### src/rtl/control_sequencer_pkg.sv
// Shared encodings for the hardwired control sequencer: state codes, opcodes,
// register/ALU function codes, mux selects and the control output bundle.
package control_sequencer_pkg;

  localparam logic [2:0] T_INIT = 3'd0;

  typedef enum logic [2:0] {
    ST_INIT = T_INIT,
    ST_F0   = 3'd1,
    ST_F1   = 3'd2,
    ST_EX1  = 3'd3,
    ST_EX2  = 3'd4,
    ST_HALT = 3'd5
  } state_t;

  typedef enum logic [3:0] {
    OP_LDI = 4'h0,
    OP_LDM = 4'h1,
    OP_ST  = 4'h2,
    OP_MOV = 4'h3,
    OP_ADD = 4'h4,
    OP_SUB = 4'h5,
    OP_AND = 4'h6,
    OP_OR  = 4'h7,
    OP_XOR = 4'h8,
    OP_NOT = 4'h9,
    OP_LSL = 4'hA,
    OP_LSR = 4'hB,
    OP_BRA = 4'hC,
    OP_BEQ = 4'hD,
    OP_INC = 4'hE,
    OP_HLT = 4'hF
  } opcode_t;

  // Register function codes, shared by IR, RegFile and ARF.
  localparam logic [1:0] FS_DEC  = 2'd0;
  localparam logic [1:0] FS_INC  = 2'd1;
  localparam logic [1:0] FS_LOAD = 2'd2;
  localparam logic [1:0] FS_CLR  = 2'd3;

  localparam logic [3:0] ALU_PASS_A = 4'b0000;
  localparam logic [3:0] ALU_PASS_B = 4'b0001;
  localparam logic [3:0] ALU_NOT_B  = 4'b0011;
  localparam logic [3:0] ALU_ADD    = 4'b0100;
  localparam logic [3:0] ALU_SUB    = 4'b0110;
  localparam logic [3:0] ALU_AND    = 4'b0111;
  localparam logic [3:0] ALU_OR     = 4'b1000;
  localparam logic [3:0] ALU_XOR    = 4'b1001;
  localparam logic [3:0] ALU_LSL    = 4'b1010;
  localparam logic [3:0] ALU_LSR    = 4'b1011;

  localparam logic [1:0] MUXA_ALU = 2'd0;
  localparam logic [1:0] MUXA_MEM = 2'd1;
  localparam logic [1:0] MUXA_IMM = 2'd2;
  localparam logic [1:0] MUXB_IMM = 2'd2;
  localparam logic       MUXC_RF  = 1'b0;

  localparam logic [1:0] ARF_OUT_PC = 2'd0;
  localparam logic [1:0] ARF_OUT_AR = 2'd2;

  // Active-low ARF write enables; bit3 has no register behind it and stays high.
  localparam logic [3:0] ARF_WR_PC   = 4'b1110;
  localparam logic [3:0] ARF_WR_AR   = 4'b1101;
  localparam logic [3:0] ARF_WR_ALL  = 4'b1000;
  localparam logic [3:0] WR_NONE     = 4'b1111;

  typedef struct packed {
    logic       ir_en;
    logic       ir_nl_h;
    logic [1:0] ir_funsel;
    logic [3:0] rf_regsel;
    logic [1:0] rf_funsel;
    logic [1:0] rf_outasel;
    logic [1:0] rf_outbsel;
    logic [3:0] arf_regsel;
    logic [1:0] arf_funsel;
    logic [1:0] arf_outcsel;
    logic [1:0] arf_outdsel;
    logic [3:0] alu_funsel;
    logic [1:0] mux_a;
    logic [1:0] mux_b;
    logic       mux_c;
    logic       mem_cs;
    logic       mem_wr;
    logic       halted;
  } ctrl_t;

  localparam ctrl_t CTRL_IDLE = '{
    ir_en:       1'b0,
    ir_nl_h:     1'b0,
    ir_funsel:   FS_DEC,
    rf_regsel:   WR_NONE,
    rf_funsel:   FS_DEC,
    rf_outasel:  2'd0,
    rf_outbsel:  2'd0,
    arf_regsel:  WR_NONE,
    arf_funsel:  FS_DEC,
    arf_outcsel: 2'd0,
    arf_outdsel: ARF_OUT_PC,
    alu_funsel:  ALU_PASS_A,
    mux_a:       MUXA_ALU,
    mux_b:       2'd0,
    mux_c:       MUXC_RF,
    mem_cs:      1'b1,
    mem_wr:      1'b0,
    halted:      1'b0
  };

  // Active-low one-cold enable for RegFile register rd (bit0 = R1).
  function automatic logic [3:0] rf_wr_mask(input logic [1:0] rd);
    rf_wr_mask = ~(4'b0001 << rd);
  endfunction

  // Only the ALU-result opcodes (MOV..LSR) update the branch flag.
  function automatic logic latches_z(input opcode_t op);
    latches_z = (op >= OP_MOV) && (op <= OP_LSR);
  endfunction

endpackage

### src/rtl/control_sequencer_seq_decoder.sv
// Combinational decode of (state, instruction, Z flag) into the full
// datapath control bundle.
module seq_decoder
  import control_sequencer_pkg::*;
(
  input  state_t     state_i,
  input  logic [7:0] ir_hi_i,
  input  logic       z_i,
  output ctrl_t      ctrl_o
);

  opcode_t    op;
  logic [1:0] rd;
  logic [1:0] rs;

  assign op = opcode_t'(ir_hi_i[7:4]);
  assign rd = ir_hi_i[3:2];
  assign rs = ir_hi_i[1:0];

  always_comb begin
    // NOTE: the idle default covers every field before any branch, so no
    // path leaves an output unassigned and no latch is inferred.
    ctrl_o = CTRL_IDLE;
    unique case (state_i)
      ST_INIT: begin
        ctrl_o.rf_regsel  = 4'b0000;
        ctrl_o.rf_funsel  = FS_CLR;
        ctrl_o.arf_regsel = ARF_WR_ALL;
        ctrl_o.arf_funsel = FS_CLR;
        ctrl_o.ir_en      = 1'b1;
        ctrl_o.ir_funsel  = FS_CLR;
      end
      ST_F0, ST_F1: begin
        ctrl_o.mem_cs      = 1'b0;
        ctrl_o.arf_outdsel = ARF_OUT_PC;
        ctrl_o.ir_en       = 1'b1;
        ctrl_o.ir_funsel   = FS_LOAD;
        ctrl_o.ir_nl_h     = (state_i == ST_F1);
        ctrl_o.arf_regsel  = ARF_WR_PC;
        ctrl_o.arf_funsel  = FS_INC;
      end
      ST_EX1: begin
        unique case (op)
          OP_LDI: begin
            ctrl_o.mux_a     = MUXA_IMM;
            ctrl_o.rf_regsel = rf_wr_mask(rd);
            ctrl_o.rf_funsel = FS_LOAD;
          end
          OP_LDM, OP_ST: begin
            ctrl_o.mux_b      = MUXB_IMM;
            ctrl_o.arf_regsel = ARF_WR_AR;
            ctrl_o.arf_funsel = FS_LOAD;
          end
          OP_MOV, OP_NOT: begin
            ctrl_o.rf_outbsel = rs;
            ctrl_o.alu_funsel = (op == OP_MOV) ? ALU_PASS_B : ALU_NOT_B;
            ctrl_o.mux_a      = MUXA_ALU;
            ctrl_o.rf_regsel  = rf_wr_mask(rd);
            ctrl_o.rf_funsel  = FS_LOAD;
          end
          OP_ADD, OP_SUB, OP_AND, OP_OR, OP_XOR: begin
            ctrl_o.rf_outasel = rd;
            ctrl_o.rf_outbsel = rs;
            ctrl_o.mux_c      = MUXC_RF;
            unique case (op)
              OP_ADD:  ctrl_o.alu_funsel = ALU_ADD;
              OP_SUB:  ctrl_o.alu_funsel = ALU_SUB;
              OP_AND:  ctrl_o.alu_funsel = ALU_AND;
              OP_OR:   ctrl_o.alu_funsel = ALU_OR;
              default: ctrl_o.alu_funsel = ALU_XOR;
            endcase
            ctrl_o.mux_a     = MUXA_ALU;
            ctrl_o.rf_regsel = rf_wr_mask(rd);
            ctrl_o.rf_funsel = FS_LOAD;
          end
          OP_LSL, OP_LSR: begin
            ctrl_o.rf_outasel = rd;
            ctrl_o.mux_c      = MUXC_RF;
            ctrl_o.alu_funsel = (op == OP_LSL) ? ALU_LSL : ALU_LSR;
            ctrl_o.mux_a      = MUXA_ALU;
            ctrl_o.rf_regsel  = rf_wr_mask(rd);
            ctrl_o.rf_funsel  = FS_LOAD;
          end
          OP_BRA, OP_BEQ: begin
            if (op == OP_BRA || z_i) begin
              ctrl_o.mux_b      = MUXB_IMM;
              ctrl_o.arf_regsel = ARF_WR_PC;
              ctrl_o.arf_funsel = FS_LOAD;
            end
          end
          OP_INC: begin
            ctrl_o.rf_regsel = rf_wr_mask(rd);
            ctrl_o.rf_funsel = FS_INC;
          end
          default: ;
        endcase
      end
      ST_EX2: begin
        // AR was loaded in EX1; the IR still holds the same instruction.
        ctrl_o.mem_cs      = 1'b0;
        ctrl_o.arf_outdsel = ARF_OUT_AR;
        if (op == OP_LDM) begin
          ctrl_o.mux_a     = MUXA_MEM;
          ctrl_o.rf_regsel = rf_wr_mask(rd);
          ctrl_o.rf_funsel = FS_LOAD;
        end else if (op == OP_ST) begin
          ctrl_o.rf_outasel = rd;
          ctrl_o.mux_c      = MUXC_RF;
          ctrl_o.alu_funsel = ALU_PASS_A;
          ctrl_o.mem_wr     = 1'b1;
        end
      end
      ST_HALT: ctrl_o.halted = 1'b1;
      default: ;
    endcase
  end

endmodule

### src/rtl/control_sequencer.sv
// Hardwired control unit: state register and branch flag, with all datapath
// control decoded from the current state and IR.
module control_sequencer
  import control_sequencer_pkg::*;
(
  input  logic        CLK,
  input  logic        RST,
  input  logic [15:0] IRout,
  input  logic        ZeroFlag,
  output logic        IR_En,
  output logic        IR_NL_H,
  output logic [1:0]  IR_FunSel,
  output logic [3:0]  RF_RegSel,
  output logic [1:0]  RF_FunSel,
  output logic [1:0]  RF_OutASel,
  output logic [1:0]  RF_OutBSel,
  output logic [3:0]  ARF_RegSel,
  output logic [1:0]  ARF_FunSel,
  output logic [1:0]  ARF_OutCSel,
  output logic [1:0]  ARF_OutDSel,
  output logic [3:0]  ALU_FunSel,
  output logic [1:0]  MuxASel,
  output logic [1:0]  MuxBSel,
  output logic        MuxCSel,
  output logic        Mem_CS,
  output logic        Mem_WR,
  output logic        Halted
);

  state_t  state_q, state_d;
  logic    z_q, z_d;
  ctrl_t   dec_ctrl;
  ctrl_t   ctrl;
  opcode_t op;
  logic    unused_imm;

  assign op         = opcode_t'(IRout[15:12]);
  assign unused_imm = ^IRout[7:0];

  always_comb begin
    state_d = state_q;
    z_d     = z_q;
    unique case (state_q)
      ST_INIT: state_d = ST_F0;
      ST_F0:   state_d = ST_F1;
      ST_F1:   state_d = ST_EX1;
      ST_EX1: begin
        if (op == OP_LDM || op == OP_ST) state_d = ST_EX2;
        else if (op == OP_HLT)           state_d = ST_HALT;
        else                             state_d = ST_F0;
        if (latches_z(op)) z_d = ZeroFlag;
      end
      ST_EX2:  state_d = ST_F0;
      ST_HALT: state_d = ST_HALT;
      default: state_d = ST_INIT;
    endcase
  end

  always_ff @(posedge CLK or posedge RST) begin
    // NOTE: state registers use non-blocking assignments so every flop
    // samples the pre-edge values regardless of statement order.
    if (RST) begin
      state_q <= ST_INIT;
      z_q     <= 1'b0;
    end else begin
      state_q <= state_d;
      z_q     <= z_d;
    end
  end

  seq_decoder u_dec (
    .state_i (state_q),
    .ir_hi_i (IRout[15:8]),
    .z_i     (z_q),
    .ctrl_o  (dec_ctrl)
  );

  // Forcing idle while RST is high kills any in-flight write the moment reset
  // rises, not at the next clock edge.
  assign ctrl = RST ? CTRL_IDLE : dec_ctrl;

  assign IR_En       = ctrl.ir_en;
  assign IR_NL_H     = ctrl.ir_nl_h;
  assign IR_FunSel   = ctrl.ir_funsel;
  assign RF_RegSel   = ctrl.rf_regsel;
  assign RF_FunSel   = ctrl.rf_funsel;
  assign RF_OutASel  = ctrl.rf_outasel;
  assign RF_OutBSel  = ctrl.rf_outbsel;
  assign ARF_RegSel  = ctrl.arf_regsel;
  assign ARF_FunSel  = ctrl.arf_funsel;
  assign ARF_OutCSel = ctrl.arf_outcsel;
  assign ARF_OutDSel = ctrl.arf_outdsel;
  assign ALU_FunSel  = ctrl.alu_funsel;
  assign MuxASel     = ctrl.mux_a;
  assign MuxBSel     = ctrl.mux_b;
  assign MuxCSel     = ctrl.mux_c;
  assign Mem_CS      = ctrl.mem_cs;
  assign Mem_WR      = ctrl.mem_wr;
  assign Halted      = ctrl.halted;

endmodule

### config.mk
export PLATFORM = sky130hd
export DESIGN_NAME = control_sequencer
export DESIGN_NICKNAME = d
export VERILOG_FILES = /design/src/rtl/control_sequencer_pkg.sv /design/src/rtl/control_sequencer_seq_decoder.sv /design/src/rtl/control_sequencer.sv
export SDC_FILE = /design/constraint.sdc
export NUM_CORES = 1
export LEC_CHECK = 0
export CELL_PAD_IN_SITES_DETAIL_PLACEMENT = 1
export CELL_PAD_IN_SITES_GLOBAL_PLACEMENT = 1
export CORE_MARGIN = 2
export CORE_UTILIZATION = 24
export DETAILED_ROUTE_END_ITERATION = 10
export PLACE_DENSITY_LB_ADDON = 0.2
export SYNTH_ARGS = -nofsm -noshare
export SYNTH_HDL_FRONTEND = slang
export SYNTH_SLANG_ARGS = --single-unit
### constraint.sdc
create_clock -name CLK -period 2.7 [get_ports CLK]
set_clock_uncertainty 0.1 [all_clocks]
set_input_delay 0.54 -clock CLK [delete_from_list [all_inputs] [get_ports CLK]]
set_output_delay 0.54 -clock CLK [all_outputs]
set_load 0.005 [all_outputs]
==> metrics, run 1 <==
status complete, no violations; ys flop type dfrtp_1; r2r endpoint z_q; DR pass1 iterations 4; largest area contributor in the netlist dfrtp_1; Post-synth EDFFs 0; final core occ 0.488; Syn Inst Count 124; RSZ-0062 raised after global routing yes; DRC Markers 0; worst vdd ir roughly 0.080 mV; Rows 20; crit path DAT 2.01 ns; layout cells sized above 1 0.323; CTS HTree Levels 1; Clock Path Buffers 2; Multi-input gate area around 660 sq um; count of different cell masters after synthesis 43; grt total ovfl 0; clk_lat worst skew 0.24 ns; max-slew violations 0; Final setup viols 0; sw frac 0.312; Die Y a little over 60 microns; Max Clk Rate between 300 and 400 MHz; Final Cycle Share 0.982; FF+latch area 100 sq um; Slowest cell on crit path or4b_4; number of synthesized register bits 4; most frequent cell after synthesis o21ai_1; Diodes inserted 0; wirelength, routed 3310 microns; GRT Resource Usage Total 0.184; hold_sp z_q; sequential area share after synthesis 0.125; Setup crit start kind input pin; crit path kind input pin to output port; max cap viols 0; initial antenna violation count 0; layout filler cell count 412; min Tclk post-route ~2.7 ns; Hold Crit Class register to register; Leakage 0.000730 uW; largest net degree at the start of global routing 15; Hold Vio Cnt, Final 0; internal cell power ~160 uW; DRT antenna net count 0; combinational power share 0.430; DR iter-0 viols 43; Clock power frac 0.318; clk sink count 4; sequential power share 0.252; Critical Path Source IRout[12]; R2R Path Start state_q[2]; number of global-route vias before repair roughly 1200; syn_area_per_cell 6.47 sq um; Num CTS Buffers 3; Port-buffer cells 40; RePlAce Congestion ~0.76; Die Width between 60 and 70 microns; critical path required time around 2.1 ns; fin nets between 200 and 250; CTS clk-pin slew, worst paths ~0.03 ns; worst hold path depth 1; Psw roughly 75 uW; TritonCTS clock tree built; dpl hpwl between 2000 and 2500 microns; Placed Cells approximately 220; vias between 1000 and 1500; crit-path cells dlygate4sd2_1 -> or4b_4 -> buf_4 -> a2bb2oi_1 -> nor3b_1 -> buf_2; CTS Root Cell clkbuf_4; Synth async-reset ratio 1.00; # hold bufs at CTS 0; top cells by area, synth dfrtp_1 12%, o21ai_1 8.7%, buf_4 5.6%; R2R depth 5; area delta synth->final 90.5%; WL per Instance ~14 microns; post-synth top area share 0.125; Mapped Area 802 sq um; first-pass GRT wire length about 5400 microns; CORE AREA around 0.0031 sq mm; slowest stage delay, CP 0.56 ns; Post-synth top cells 14 x o21ai_1, 12 x nor2_1, 8 x a21oi_1, 8 x nand2_1, 7 x clkbuf_1; Worst Path Max Fanout 3; die area around 0.0038 sq mm; Finished Layout Cells around 240; YS warnings 0; hold path endpoint z_q; # IOs 55; Power Dens Cells around 160 mW/mm^2; Worst R2R Setup Slack roughly 0.84 ns; crit end category output port; starting density of the core 0.256; DR vias/cell between 4 and 5
logic make-up (layout without fill, tap and decap cells):
group                  Yosys count  after routing  synth area share
AO/OA/AOI/OAI                   36             36             0.281
XOR/XNOR                         2              2            0.0218
buffers and inverters           20             84             0.126
flip-flops                       4              4             0.125
multiplexers                     2              2            0.0265
other                            2              6           0.00936
AND/OR/NAND/NOR                 58             58             0.410
power groups by stage:
| stage | sequential, uW | combinational (uW) | clock, uW |
|---|---|---|---|
| 2_1_floorplan | 61.0 | 41.9 | 0 |
| 3_3_place_gp | 61.0 | 79.0 | 0 |
| 3_5_place_dp | 61.0 | 81.7 | 0 |
| 4_1_cts | 60.3 | 96.6 | 78.8 |
| 5_1_grt | 60.2 | 111 | 84.5 |
| 6_report | 60.3 | 103 | 76.0 |
metrics by stage:
stage	cell area [sq um]	setup TNS, ns	worst slack [ns]	hold WS [ns]	power (uW)
global route	1530	-0.0697	-0.0264	0.484	256
finish	1530	0	0.0487	0.448	239
CTS	1500	-0.0665	-0.0337	0.442	236
detailed placement	1370	-7.86	-0.564	0.431	143
floorplan	817	0	0.536	0.382	103
global placement	1370	-7.33	-0.529	0.423	140
layout by cell type, fill, tap and decap left out, types with 6 or more instances in the layout:
master / instances
nand2_1: 8
nand2b_1: 6
o21ai_1: 12
a21oi_1: 8
buf_4: 28
clkdlybuf4s50_1: 17
dlygate4sd2_1: 10
buf_6: 8
nor2_1: 11
conb_1: 6
registers in the layout (all words and copies together) (netlist names):
register  flops
state_q       3
z_q           1
area by class of cell:
class | instances | share of cell area
Timing Repair Buffer | 77 | 0.444
Tap cell | 44 | 0.0360
Sequential cell | 4 | 0.0655
Clock buffer | 3 | 0.0147
Inverter | 4 | 0.00983
Multi-Input combinational cell | 104 | 0.430
per-layer routing:
layer  track usage  part of all wire  vias to the layer above
met5             0                 0                        -
met4        0.0304                 0                        0
met3        0.0414             0.043                        0
met2         0.325              0.52                       37
met1         0.233              0.43                      558
li1              -                 -                      567
what timing repair did:
action                                  CTS  global route
resized for setup                        37            24
gates cloned                              0             0
pin swaps                                 4             6
buffers inserted                          8             4
endpoints found under the setup margin   25            13
worst max-delay path by stage:
stage	to	slack [ns]
4_1_cts	RF_OutASel[0]	-0.03
3_3_place_gp	RF_RegSel[2]	-0.53
3_5_place_dp	RF_RegSel[2]	-0.56
2_1_floorplan	ARF_FunSel[1]	0.54
5_1_grt	MuxASel[1]	-0.03
6_report	RF_OutASel[0]	0.05
critical path, delay by kind of cell:
| family | cells | cell delay [ns] |
|---|---|---|
| buffers and inverters | 3 | 0.57 |
| AND/OR/NAND/NOR | 2 | 0.75 |
| AO/OA/AOI/OAI | 1 | 0.15 |
(Power assumes the default switching activity.)
==> inputs of run 2 (changes only) <==
--- a/config.mk
+++ b/config.mk
@@ -8,9 +8,10 @@
 export CELL_PAD_IN_SITES_DETAIL_PLACEMENT = 1
 export CELL_PAD_IN_SITES_GLOBAL_PLACEMENT = 1
 export CORE_MARGIN = 2
-export CORE_UTILIZATION = 24
+export CORE_UTILIZATION = 28
 export DETAILED_ROUTE_END_ITERATION = 10
-export PLACE_DENSITY_LB_ADDON = 0.2
+export PLACE_DENSITY_LB_ADDON = 0.08
 export SYNTH_ARGS = -nofsm -noshare
 export SYNTH_HDL_FRONTEND = slang
+export SYNTH_HIERARCHICAL = 1
 export SYNTH_SLANG_ARGS = --single-unit
==> run 2 against run 1 <==
Non-clock buffer count grew 5. First-iteration DRC count shrank 28%. Largest power group unchanged. Count of clock-buffer cells in the layout is the same. Critical endpoint is now RF_OutASel[1]. Sequential power is essentially flat. Clock power grew 62%. Die area grew 9.1%.
==> metrics, run 2 <==
fin nets 246 (was 213); initial antenna violation count 0 (unchanged); number of synthesized register bits 4 (unchanged); # IOs 55 (unchanged); # hold bufs at CTS 0 (unchanged); WL per Instance 13.3 microns (was 14.0 microns); GRT Resource Usage Total 0.168 (was 0.184); CTS Root Cell clkbuf_8 (was clkbuf_4); Slowest cell on crit path dlygate4sd2_1 (was or4b_4); Hold Crit Class register to register (unchanged); Most Frequent Cell on Critical Path buf_4; Power Dens Cells 166 mW/mm^2 (was 157 mW/mm^2); ys flop type dfrtp_1 (unchanged); most frequent cell after synthesis nor2b_1 (was o21ai_1); Num CTS Buffers 3 (unchanged); crit path DAT 2.00 ns (was 2.01 ns); wirelength, routed 3630 microns (was 3310 microns); first-pass GRT wire length 5720 microns (was 5380 microns); CTS HTree Levels 1 (unchanged); count of different cell masters after synthesis 44 (was 43); clk_lat worst skew 0.21 ns (was 0.24 ns); die area 0.00417 sq mm (was 0.00382 sq mm); Rows 22 (was 20); CORE AREA 0.00361 sq mm (was 0.00313 sq mm); crit end category output port (unchanged); largest net degree at the start of global routing 38 (was 15); Hold Vio Cnt, Final 0 (unchanged); sw frac 0.291 (was 0.312); DR pass1 iterations 4 (unchanged); sequential area share after synthesis 0.0974 (was 0.125); Syn Inst Count 154 (was 124); Die Width 64.6 microns (was 61.8 microns); max cap viols 0 (unchanged); DRC Markers 0 (unchanged); Leakage 0.000922 uW (was 0.000730 uW); final core occ 0.526 (was 0.488); layout cells sized above 1 0.369 (was 0.323); CTS clk-pin slew, worst paths 0.03 ns (about the same); starting density of the core 0.285 (was 0.256); Clock power frac 0.391 (was 0.318); min Tclk post-route 2.64 ns (was 2.65 ns); worst vdd ir 0.121 mV (was 0.0796 mV); DR vias/cell 4.71 (was 4.92); Final setup viols 0 (unchanged); Max Clk Rate 379 MHz (was 377 MHz); slowest stage delay, CP 0.25 ns (was 0.56 ns); RePlAce Congestion 0.780 (was 0.755); TritonCTS clock tree built (unchanged); Fin Setup TNS 0 ns (unchanged); vias 1286 (was 1162); Die Y 64.6 microns (was 61.8 microns); Post-synth top cells 19 x nor2b_1, 12 x nor2_1, 9 x and2b_1, 9 x or2_2, 8 x a21oi_1 (was 14 x o21ai_1, 12 x nor2_1, 8 x a21oi_1, 8 x nand2_1, 7 x clkbuf_1); YS warnings 6 (was 0); internal cell power 224 uW (was 164 uW); Worst Path Max Fanout 6 (was 3); crit path kind input pin to output port (unchanged); crit-path cells buf_2 -> buf_4 -> buf_6 -> nand2b_4 -> o221ai_2 -> a21oi_2 -> buf_4 -> buf_4 -> nor2_1 -> nor2b_2 -> dlygate4sd2_1 (was dlygate4sd2_1 -> or4b_4 -> buf_4 -> a2bb2oi_1 -> nor3b_1 -> buf_2); dpl hpwl 2560 microns (was 2380 microns); clk sink count 4 (unchanged); top cells by area, synth nor2b_1 12%, dfrtp_1 9.7%, and2b_1 6.6% (was dfrtp_1 12%, o21ai_1 8.7%, buf_4 5.6%); largest area contributor in the netlist nor2b_1 (was dfrtp_1); max FFs per register 3 (unchanged); status complete, no violations (unchanged); area delta synth->final 84.5% (was 90.5%); Final Cycle Share 0.977 (was 0.982); commonest non-fill, non-tap cell in the layout buf_4 (unchanged); sequential power share 0.191 (was 0.252); grt total ovfl 0 (unchanged); Diodes inserted 0 (unchanged); Port-buffer cells 40 (unchanged); Post-synth EDFFs 0 (unchanged); post-synth top area share 0.116 (was 0.125); RSZ-0062 raised after global routing yes (unchanged); Psw 91.7 uW (was 74.7 uW); DRT antenna net count 0 (unchanged); syn_area_per_cell 6.67 sq um (was 6.47 sq um); Mapped Area 0.00103 sq mm (was 802 sq um); combinational power share 0.417 (was 0.430); Synth async-reset ratio 1.00 (unchanged); Clock Path Buffers 2 (unchanged); max-slew violations 0 (unchanged); Setup crit start kind input pin (unchanged); commonest non-fill, non-tap cells in the layout 35 x buf_4, 17 x clkdlybuf4s50_1, 16 x nor2b_1 (was 28 x buf_4, 17 x clkdlybuf4s50_1, 12 x o21ai_1); DR iter-0 viols 31 (was 43); biggest regs state_q x3, z_q x1 (unchanged); number of global-route vias before repair 1238 (was 1183); critical path required time 2.06 ns (about the same); largest register by flop count state_q (unchanged)
==> run 2: final timing paths <==
check                           start             to  slack (ns)  cells after the start
hold / removal             state_q[2]     state_q[1]        0.53                      2
hold reg to reg            state_q[2]     state_q[1]        0.53                      2
min in group asynchronous         RST     state_q[2]        0.68                      3
setup reg to reg           state_q[2]            z_q        1.28                      4
max in group asynchronous         RST     state_q[1]        1.68                      3
setup / recovery            IRout[15]  RF_OutASel[1]        0.06                     11
==> run 2: repair_timing <==
item	CTS	global route
pin swaps	12	4
buffers inserted	9	4
gates resized for setup	55	17
endpoints found under the hold margin	0	0
endpoints found under the setup margin	21	12
gates cloned	1	0
==> run 2: worst max-delay path: cells and delay by family <==
kind	cells	cell delay (ns)
buffers and inverters	6	0.86
and+or+nand+nor	3	0.32
AOI/OAI and AO/OA	2	0.26
==> run 2: final cells by class <==
type	instances	area [sq um]
clock buffers	3	41.3
fillers	455	1710
inverters	6	22.5
multi-input cells	130	940
flip-flops and latches	4	100
well taps	48	60.1
repair buffers	82	732
==> run 2: power by group through the flow <==
stage	Clock (uW)	Sequential [uW]	Combinational (uW)
2_1_floorplan	0	61.0	54.4
3_5_place_dp	0	61.0	97.8
3_3_place_gp	0	61.0	94.3
5_1_grt	131	60.4	144
6_report	123	60.4	132
4_1_cts	126	60.4	120
==> run 2: cells by family (layout without fill, tap and decap cells) <==
| family | count (synthesis) | count (layout) | synth area share |
|---|---|---|---|
| and+or+nand+nor | 82 | 82 | 0.476 |
| buffers and inverters | 24 | 91 | 0.132 |
| DFF | 4 | 4 | 0.0974 |
| AOI/OAI and AO/OA | 35 | 35 | 0.225 |
| muxes | 2 | 2 | 0.0195 |
| xor gates and xnor gates | 5 | 5 | 0.0426 |
| other | 2 | 6 | 0.00731 |
==> run 2: through the flow <==
stage	power [uW]	cells	setup slack [ns]	cell area, sq um	hold WS, ns
3_5_place_dp	159	257	-0.591	1620	0.524
5_1_grt	335	273	-0.0334	1900	0.573
2_1_floorplan	115	158	0.331	1040	0.367
3_3_place_gp	155	257	-0.524	1620	0.510
6_report	315	273	0.0625	1900	0.533
4_1_cts	306	269	0.00113	1810	0.540
==> run 2: routing by layer <==
metal / vias up / part of all wire / global-route usage
met5: - / 0 / 0
met4: 0 / 0.0028 / 0.0319
met3: 2 / 0.043 / 0.0174
met2: 31 / 0.50 / 0.305
met1: 591 / 0.45 / 0.214
li1: 662 / - / -
